===== config.mk =====
export PLATFORM = sky130hd
export DESIGN_NAME = systolic_result_drain
export DESIGN_NICKNAME = d
export VERILOG_FILES = /design/src/rtl/systolic_result_drain.sv
export SDC_FILE = /design/constraint.sdc
export NUM_CORES = 1
export LEC_CHECK = 0
export ABC_AREA = 1
export ABC_CLOCK_PERIOD_IN_PS = 2000
export CORE_MARGIN = 8
export CORE_UTILIZATION = 45
export CTS_CLUSTER_SIZE = 14
export DETAILED_ROUTE_END_ITERATION = 8
export GPL_TIMING_DRIVEN = 1
export MAX_ROUTING_LAYER = met4
export PLACE_DENSITY_LB_ADDON = 0.12
export SLEW_MARGIN = 20
export SYNTH_ARGS = -nofsm -noshare
export SYNTH_HDL_FRONTEND = slang
export SYNTH_SLANG_ARGS = --single-unit

===== constraint.sdc =====
create_clock -name clk -period 2 [get_ports clk]
set_clock_uncertainty 0.2 [all_clocks]
set_input_delay 0.5 -clock clk [delete_from_list [all_inputs] [get_ports clk]]
set_output_delay 0.5 -clock clk [all_outputs]
set_load 0.005 [all_outputs]

===== src/rtl/systolic_result_drain.sv =====
// systolic_result_drain
// Captures the systolic array's result matrix on a rising calc_done_flag and
// streams it out one row per valid/ready handshake, so the array can start
// the next tile while this one is consumed.
// Optional feature: define DRAIN_RELU_EN to zero every output element whose
// sign bit is set. The snapshot itself is never modified.
module systolic_result_drain #(
  parameter int WIDTH      = 16,
  parameter int ARR_HEIGHT = 4,
  parameter int ARR_WIDTH  = 4
) (
  input  logic                                     clk,
  input  logic                                     reset,
  input  logic                                     calc_done_flag,
  input  logic [ARR_HEIGHT*ARR_WIDTH*WIDTH-1:0]    in_c,
  output logic [ARR_WIDTH*WIDTH-1:0]               out_row,
  output logic                                     out_valid,
  input  logic                                     out_ready,
  output logic [((ARR_HEIGHT > 1) ? $clog2(ARR_HEIGHT) : 1)-1:0] out_row_idx,
  output logic                                     out_last,
  output logic                                     busy,
  output logic                                     overflow
);

  localparam int IDX_W = (ARR_HEIGHT > 1) ? $clog2(ARR_HEIGHT) : 1;
  localparam int ROW_W = ARR_WIDTH * WIDTH;
  localparam int MAT_W = ARR_HEIGHT * ROW_W;
  localparam logic [IDX_W-1:0] LAST_ROW = IDX_W'(ARR_HEIGHT - 1);

  typedef enum logic {
    IDLE  = 1'b0,
    DRAIN = 1'b1
  } state_t;

  state_t             state_q, state_d;
  logic [IDX_W-1:0]   row_cnt_q, row_cnt_d;
  logic [MAT_W-1:0]   snap_q, snap_d;
  logic               done_d_q, done_d_d;
  logic               overflow_q, overflow_d;
  logic               start;
  logic               hs;
  logic [ROW_W-1:0]   row_sel;

  // Optional rectification of one output row; the snapshot stays untouched.
  function automatic logic [ROW_W-1:0] relu_row(input logic [ROW_W-1:0] row);
    logic [ROW_W-1:0] res;
    res = row;
`ifdef DRAIN_RELU_EN
    for (int c = 0; c < ARR_WIDTH; c++) begin
      if (row[c*WIDTH + WIDTH - 1]) begin
        res[c*WIDTH +: WIDTH] = '0;
      end
    end
`endif
    return res;
  endfunction

  // The flag history resets to 1 so a level already high at reset release
  // is not mistaken for a fresh result.
  assign start = calc_done_flag & ~done_d_q;

  // Outputs come only from registered state, so out_ready never reaches out_valid.
  assign out_valid   = (state_q == DRAIN);
  assign busy        = (state_q == DRAIN);
  assign hs          = out_valid & out_ready;
  assign out_row     = out_valid ? relu_row(row_sel) : '0;
  assign out_row_idx = out_valid ? row_cnt_q : '0;
  assign out_last    = out_valid && (row_cnt_q == LAST_ROW);
  assign overflow    = overflow_q;

  // Select the snapshot row addressed by the row counter.
  always_comb begin
    row_sel = '0;
    for (int r = 0; r < ARR_HEIGHT; r++) begin
      if (row_cnt_q == IDX_W'(r)) begin
        row_sel = snap_q[r*ROW_W +: ROW_W];
      end
    end
  end

  // Next-state logic: capture, row advance, back-to-back reload, overflow.
  always_comb begin
    state_d    = state_q;
    row_cnt_d  = row_cnt_q;
    snap_d     = snap_q;
    done_d_d   = calc_done_flag;
    overflow_d = overflow_q;
    case (state_q)
      IDLE: begin
        if (start) begin
          snap_d    = in_c;
          row_cnt_d = '0;
          state_d   = DRAIN;
        end
      end
      DRAIN: begin
        if (hs && (row_cnt_q == LAST_ROW)) begin
          // Final row accepted: a start on this same cycle is not a collision.
          row_cnt_d = '0;
          if (start) begin
            snap_d  = in_c;
            state_d = DRAIN;
          end else begin
            state_d = IDLE;
          end
        end else begin
          if (hs) begin
            row_cnt_d = row_cnt_q + 1'b1;
          end
          // A result arriving mid-drain is dropped; the drain carries on.
          if (start) begin
            overflow_d = 1'b1;
          end
        end
      end
      default: begin
        state_d   = IDLE;
        row_cnt_d = '0;
      end
    endcase
  end

  // State registers; reset discards any partially drained matrix.
  always_ff @(posedge clk or negedge reset) begin
    if (!reset) begin
      state_q    <= IDLE;
      row_cnt_q  <= '0;
      snap_q     <= '0;
      done_d_q   <= 1'b1;
      overflow_q <= 1'b0;
    end else begin
      state_q    <= state_d;
      row_cnt_q  <= row_cnt_d;
      snap_q     <= snap_d;
      done_d_q   <= done_d_d;
      overflow_q <= overflow_d;
    end
  end

endmodule

# [After elaboration in Yosys (flattened, before gate mapping)]
# Cells that the tools add are included.
# W data, S select, Z words.
[totals] output_inout_bits=70 word_cells=38 input_bits=260 regBits=261
[op_classes] n_eq_ne=6 n_bitwise=5 muxes=16 n_addsub=1 n_reduce_logical=5
[op_table] op="$mux W256" n=2
[op_table] op="$pmux W256 S2" n=1
[op_table] op="$mux W64" n=5
[op_table] op="$mux W2" n=4
[op_table] op="$eq A2 B2 Y1 const B" n=2
[op_table] op="$pmux W2 S2" n=1
[op_table] op="$ne A3 B1 Y1 const B" n=1
[op_table] op="$not A1 Y1" n=3
[op_table] op="$reduce_and A3 Y1" n=1
[op_table] op="$add A2 B1 Y2 const B" n=1
[op_table] op="$and A1 B1 Y1" n=2
[op_table] op="$eq A2 B1 Y1 const B" n=1
[op_table] op="$logic_and A1 B1 Y1" n=2
[op_table] op="$logic_not A2 Y1" n=1
[op_table] op="$mux W1" n=2
[op_table] op="$ne A2 B1 Y1 const B" n=1
[op_table] op="$ne A2 B2 Y1 const B" n=1
[op_table] op="$pmux W1 S2" n=1
[op_table] op="$reduce_and A2 Y1" n=1

# [Depth between registers and ports, before layout]
# Gate-level depths: netlist of the first run.
[logic_depth] depth_word=6 ltp_mapped=10 ltp_nobuf=8

# [Worst setup path before layout of the first run]
# Ideal clock, no wire load.
[synth_path] path_kind="register -> output" from="register row_cnt_q[0]" to="output out_row[13]" t_arrival_ps=1448 setup_slack_ps=-148 n_path_buf=2 path_stages_with_launch=11 required_time_ps=1300 path_cell_list="dfrtp_1 > inv_1 > ha_1 > clkbuf_1 > inv_1 > nor2_1 > buf_2 > nand2_1 > nand2_1 > nand2_1 > nand2_1"
[synth_between] elab_chain_cells=6 word_cells_on_any_way=9 classes_between="eq/ne: 3; mux: 5; reduce/logical: 1"
[synth_lines] item="start, declared" line_no="36" rtl="logic [IDX_W-1:0] row_cnt_q, row_cnt_d;"
[synth_lines] item="start signal, assigned" line_no="133" rtl="row_cnt_q <= row_cnt_d;"
[synth_lines] item="$logic_not A2 Y1" line_no="75" rtl="if (row_cnt_q == IDX_W'(r)) begin"
[synth_lines] item="$mux W64 (3 in a row)" line_no="75"
[synth_lines] item="$mux W64 (*)" line_no="75"
[synth_lines] item="$mux W64 (*)" line_no="66" rtl="assign out_row = out_valid ? relu_row(row_sel) : '0;"
[synth_lines] item="end, declared" line_no="16" rtl="output logic [ARR_WIDTH*WIDTH-1:0] out_row,"
# Mark *: on every way between the ends. The rest lies on a longest branch, timed or not.

# [Worst setup path in the final report of the first run]
[layout_path] from="register row_cnt_q[0]" to="output out_row[54]"
# Same word-level chain as after synthesis.

==> summary.txt, run 1 <==
Floorplanning
  • Io pins: 330
  • Core area: 27800 µm²
  • DIE WIDTH: 184 µm
  • Cell Rows: 61
  • Die Span Y: 184 µm
  • Die outline area: 33900 µm²
  • Starting Density: 0.457

CTS
  • CTS tree: yes
  • Clock Sinks: 261
  • Insertion delay to the later sink of the worst-skew pair: 0.55 ns
  • H-tree levels: 1
  • CTS clk-pin slew, worst paths: 0.06 ns
  • Clock Tree Buf Depth: 3
  • Root Driver: clkbuf_16
  • CTS buffer count: 29

STA
  • Max-slew violations: 0
  • Final worst slack: -0.946 ns
  • Max Freq: 0.339 GHz
  • Fin crit period: 2.95 ns
  • Final period utilization: 1.47
  • Final hold violation count: 0
  • Final-report setup violation count: 324
  • Relative slew slack: 0.738
  • Hold Slack: 0.226 ns
  • RSZ-0062 raised after global routing: yes
  • Measured slew at the worst slew-check pin: 0.388 ns

Synthesis
  • Top area cells in the synthesized netlist: dfrtp_1, nand2_1, nand3_1, a21oi_1, buf_2
  • Async set or reset register ratio after synthesis: 1.00
  • Leading area contributor after synthesis: dfrtp_1
  • Post-synth EDFFs: 0
  • Top_reg_cell synth: dfrtp_1
  • Yosys reg bits: 261
  • Syn_area_per_cell: 7.42 µm²
  • Most common cell in the netlist: nand2_1
  • Synth cell types: 20
  • Commonest cells post-synth: nand2_1, nand3_1, dfrtp_1, a21oi_1, buf_2
  • Post-synthesis instance area: 12700 µm²
  • Yosys warns: 0
  • Syn_nets: 1976
  • Mapped Cells: 1712
  • Post-synth top area share: 0.512
  • Register area share after synthesis: 0.514

GRT
  • First-pass GRT wire length: 76700 µm
  • Top Usage Layer GRT: met2
  • Antenna violations before repair: 6
  • Met3 Use GR: 0.0575
  • Largest net degree at the start of global routing: 64
  • GRT Util Overall: 0.297
  • Met2 usage: 0.466
  • Met1 Use GR: 0.385
  • Number of global-route vias before repair: 13900
  • Gr ovfl total: 0

Final layout
  • Fin nets: 2386
  • Final Cell Area: 20300 µm²
  • Synth-to-Final Area Change: 59.7%
  • Post-route non-filler standard cell count: 2527
  • Share of layout cells above drive strength 1: 0.209
  • Final design utilization: 0.730

Critical path
  • Setup crit end kind: primary output
  • WP data required: 1.30 ns
  • Worst EP arrival: 2.25 ns
  • Critical setup path kind: flop to primary output
  • Largest fanout on the critical path: 7
  • Startpoint Class: flop

Placed design
  • Post-DP Area: 17300 µm²
  • Placed cell count: 2381
  • HPWL Detailed: 31100 µm
  • Post-place setup slack: -0.665 ns
  • Placer Congestion: 0.925
  • # port buffers: 329

Power and ir drop
  • Power Density: 1680 nW/µm²
  • Static Leak: 10.1 nW
  • VDD IR max: 0.000849 V

Outcome
  • Status: complete, but fails checks
  • Failing checks: negative setup slack

Route
  • DRC viols: 0
  • Detailed-route vias per instance: 5.45
  • Iter 0 DRT Violations: 1254
  • Drt pass-1 iters: 6
  • Routed WL per cell: 20.3 µm
  • Post-route ant nets: 0
  • Vias: 13800
  • WL final: 51300 µm

Min path
  • Hold crit path type: primary input to async pin

Flow run
  • Max Cap Viol: 0
==> sequential cells by signal, indices dropped and copies added, names as in the netlist <==
name	flops
overflow	1
snap_q	256
done_d_q	1
row_cnt_q	2
busy	1
==> worst max-delay path, stage by stage, from the launching register on <==
cell and delay, ns:
dfrtp_1 0.42, buf_6 0.14, ha_4 0.16, buf_12 0.13, nor2_4 0.16, buf_4 0.15
buf_12 0.14, nand2_1 0.06, nand2_1 0.10, nand2_1 0.07, nand2_1 0.06, buf_2 0.11
==> repair_timing <==
item                                    in CTS  in global routing
pin swaps                                   34                 63
gates cloned                                26                  4
resized for setup                          408                107
setup buffers                               57                  8
endpoints found under the setup margin     191                327
hold endpoints to repair                   133                  0
hold buffers                                 1                  0
==> worst paths after layout <==
check	endpoint	start	slack, ns	cells after the start
setup / recovery	out_row[54]	row_cnt_q[0]	-0.95	11
hold / removal	snap_q[119]	reset	0.23	2
setup reg to reg	snap_q[149]	row_cnt_q[0]	-0.22	11
hold reg to reg	snap_q[237]	snap_q[237]	0.27	2
max in group asynchronous	snap_q[157]	reset	0.72	3
min in group clk	snap_q[237]	snap_q[237]	0.27	2
==> power breakdown <==
group,internal (mW),leakage (nW),total (mW),switching [mW]
registers,7.87,3.18,9.48,1.62
logic,9.32,6.49,19.3,9.96
clock network,3.10,0.473,5.26,2.16
==> per-layer routing <==
metal  share of wire  routed length (µm)
met1            0.42               21300
met5               0                   0
met4           0.036                1860
met2            0.47               24000
met3           0.080                4110
==> placed cells by master (no fill, tap or decap), types with 42 or more instances in the layout <==
cell / instances
nand2_1: 722
clkdlybuf4s50_1: 259
a21oi_1: 57
dfrtp_1: 259
o21ai_0: 42
inv_1: 46
nand3_1: 268
buf_2: 48
buf_4: 63
buf_12: 64
a21oi_2: 47
==> cell families (layout without fill, tap and decap cells) <==
group,after synthesis,in the layout,share of synthesized area
AND/OR/NAND/NOR,1110,1110,0.358
flip-flops,261,261,0.514
buffers and inverters,188,619,0.0641
AO/OA/AOI/OAI,149,149,0.0598
adder cells (fa/ha/maj),4,4,0.00394
other,0,6,0
==> cell type report <==
| type | count | area (µm²) |
|---|---|---|
| sequential | 261 | 6530 |
| clock buffer | 43 | 868 |
| fill | 2141 | 7490 |
| tap | 378 | 473 |
| antenna | 6 | 15.0 |
| inverter | 54 | 225 |
| clock inverter | 9 | 70.1 |
| timing repair buffer | 513 | 6000 |
| multi-input combinational | 1263 | 6110 |
==> through the flow <==
stage	power [mW]	TNS, ns
2_1_floorplan	16.4	-0.206
3_3_place_gp	23.6	-66.86
3_5_place_dp	23.9	-72.42
4_1_cts	32.5	-76.46
5_1_grt	36.0	-120.26
6_report	34.0	-91.71
(Power assumes the default switching activity.)
==> run 2, diff against run 1 <==
Settings changed: SLEW_MARGIN 20 to unset.
==> results of run 2 <==
No change in the layout: final DEF, timing and power equal those of run 1.
==> run 3, diff against run 2 <==
Settings changed: ABC_CLOCK_PERIOD_IN_PS 2000 to 3650, CORE_UTILIZATION 45 to 53.
Clock period 2 ns to 3.65 ns, I/O delays scaled along.
==> run 3 against run 2 <==
- the run now ends clean
- count of clock-buffer cells in the layout decreased by 5
- sequential power fell by 46%
- first-iteration DRC count rose by 22%
- die area fell by 14%
- sequential cell count unchanged
- power shrank 53%
- combinational power down 60%
- utilization up 2.4 points
- largest cell class unchanged
==> summary.txt, run 3 (same netlist as run 1, synthesis figures left out) <==
Critical path
  • WP data required: 2.54 ns (+1.24 ns)
  • Setup crit end kind: primary output
  • Worst reg2reg startpoint: row_cnt_q[0]
  • Critical setup path kind: flop to primary output
  • Worst EP arrival: 2.50 ns (+0.25 ns)
  • Reg-to-reg critical path endpoint: snap_q[58]
  • Largest fanout on the critical path: 27 (+20)
  • Worst R2R Path Depth: 7 (-4)
  • Reg2reg setup slack: 1.19 ns (+1.41 ns)
  • Startpoint Class: flop

Placed design
  • Post-place setup slack: 0.297 ns (+0.961 ns)
  • HPWL Detailed: 28300 µm (-9.1%)
  • # port buffers: 329 (unchanged)
  • Placer Congestion: 0.915 (-1.1%)

Final layout
  • Share of layout cells above drive strength 1: 0.0661 (-0.142)
  • Final design utilization: 0.755 (+0.0242)
  • Largest registers: snap_q (256), row_cnt_q (2)
  • Fin nets: 2256 (-5.4%)
  • Most flop-heavy register: snap_q
  • Filler cells: 1844 (-14%)
  • Max reg flops: 256 (unchanged)
  • Most frequent cells in the layout: nand2_1, nand3_1, clkdlybuf4s50_1
  • Most common cell after layout, fill and taps aside: nand2_1
  • Synth-to-Final Area Change: 39.8%

CTS
  • Hold buffer count at cts: 0 (-1)
  • CTS tree: yes
  • CTS buffer count: 29 (unchanged)
  • Clock Tree Buf Depth: 3 (unchanged)
  • Root Driver: clkbuf_16
  • Insertion delay to the later sink of the worst-skew pair: 0.55 ns (about the same)
  • H-tree levels: 1 (unchanged)
  • Clock Sinks: 261 (unchanged)
  • CTS clk-pin slew, worst paths: 0.06 ns (about the same)

Route
  • DRC viols: 0 (unchanged)
  • WL final: 44600 µm (-13%)
  • Routed WL per cell: 19.1 µm (-6.0%)
  • Detailed-route vias per instance: 5.54 (+1.6%)
  • Vias: 12900 (-6.0%)
  • Post-route ant nets: 0 (unchanged)
  • Iter 0 DRT Violations: 1529 (+22%)
  • Drt pass-1 iters: 5 (-1)

STA
  • Final worst slack: 0.0396 ns (+0.986 ns)
  • Max Freq: 0.277 GHz
  • Final-report setup violation count: 0 (-100%)
  • Max-slew violations: 0 (unchanged)
  • Final period utilization: 0.989
  • Final hold violation count: 0 (unchanged)
  • Measured slew at the worst slew-check pin: 0.681 ns (+0.293 ns)
  • Relative slew slack: 0.546 (-0.193)
  • Setup TNS: 0 ns (+91.71 ns)
  • RSZ-0062 raised after global routing: yes
  • Fin crit period: 3.61 ns

GRT
  • First-pass GRT wire length: 69200 µm (-9.8%)
  • GRT Util Overall: 0.308 (+0.0108)
  • Met1 Use GR: 0.394 (+0.00885)
  • Largest net degree at the start of global routing: 118 (+84%)
  • Met2 usage: 0.469 (+0.00307)
  • Top Usage Layer GRT: met2
  • Antenna violations before repair: 7 (+1)
  • Number of global-route vias before repair: 12800 (-7.7%)
  • Met3 Use GR: 0.0701 (+0.0126)
  • Gr ovfl total: 0 (unchanged)

Power and ir drop
  • Power Density: 905 nW/µm² (-46%)
  • Static Leak: 9.21 nW (-9.2%)
  • Pwr Total: 16.1 mW (-53%)
  • VDD IR max: 0.000655 V (-23%)

Floorplanning
  • Cell Rows: 56 (-8.2%)
  • DIE WIDTH: 171 µm (-7.2%)
  • Starting Density: 0.540 (+0.0824)
  • Core area: 23500 µm² (-15%)
  • Die Span Y: 171 µm (-7.2%)
  • Io pins: 330 (unchanged)
  • Die outline area: 29200 µm² (-14%)

Outcome
  • Status: complete, no violations

Min path
  • Hold crit path type: primary input to async pin

Flow run
  • Max Cap Viol: 0 (unchanged)
==> run 3: cell types whose count changed in the layout (fill, tap and decap cells not counted), moves of 33 or more <==
cell,change
a21oi_2,-35
buf_12,-49
a21oi_1,+36
clkdlybuf4s50_1,+38
buf_4,-33
buf_2,-48
nand2_1,+39
==> run 3: per-stage QoR <==
stage	hold slack [ns]	std cells	cell area [µm²]
after floorplan	0.244	1712	12700
after global placement	0.257	2263	16200
after detailed placement	0.260	2263	16200
after CTS	0.196	2323	17500
after global routing	0.222	2338	17800
final	0.164	2338	17800
==> run 3: worst max-delay path by stage <==
stage | from | endpoint | slack [ns] | cells past startpoint
5_1_grt | row_cnt_q[0] | out_row[40] | -0.03 | 6
6_report | row_cnt_q[0] | out_row[24] | 0.04 | 6
3_3_place_gp | row_cnt_q[0] | out_row[38] | 0.35 | 10
3_5_place_dp | row_cnt_q[0] | out_row[38] | 0.30 | 10
2_1_floorplan | row_cnt_q[0] | out_row[13] | 1.09 | 10
4_1_cts | row_cnt_q[0] | out_row[12] | -0.02 | 9
==> run 3: layout make-up <==
class	instances	area (µm²)	area share
diodes	7	17.5	0.000986
clock buffers	38	820	0.0461
clock inverters	13	231	0.0130
inverters	54	223	0.0125
multi-input cells	1263	5480	0.309
flip-flops and latches	261	6540	0.368
well taps	319	399	0.0225
repair buffers	383	4060	0.228
==> run 3: power by group <==
part	internal (mW)	total [mW]	switching, mW
clock	2.00	3.21	1.21
sequential	4.31	5.13	0.822
combinational	3.47	7.73	4.26
total	9.77	16.1	6.30
==> run 3: layer usage <==
| metal | wire (µm) | vias to the layer above |
|---|---|---|
| met5 | 0 | - |
| met4 | 1930 | 0 |
| met3 | 4110 | 120 |
| met2 | 20900 | 636 |
| met1 | 17700 | 6174 |
| li1 | - | 6018 |
==> run 3: what timing repair did <==
item	4_1_cts	5_1_grt
pin swaps	2	2
hold endpoints to repair	0	0
buffers inserted	6	8
resized for setup	30	52
gates cloned	3	0
endpoints found under the setup margin	64	61
==> run 3: worst max-delay path, cell delays in order (launching register included) <==
cell             delay (ns)
dfrtp_2                0.46
ha_2                   0.28
clkinv_8               0.13
buf_16                 0.19
o21ai_0                0.13
a21oi_2                0.19
clkdlybuf4s50_1        0.54
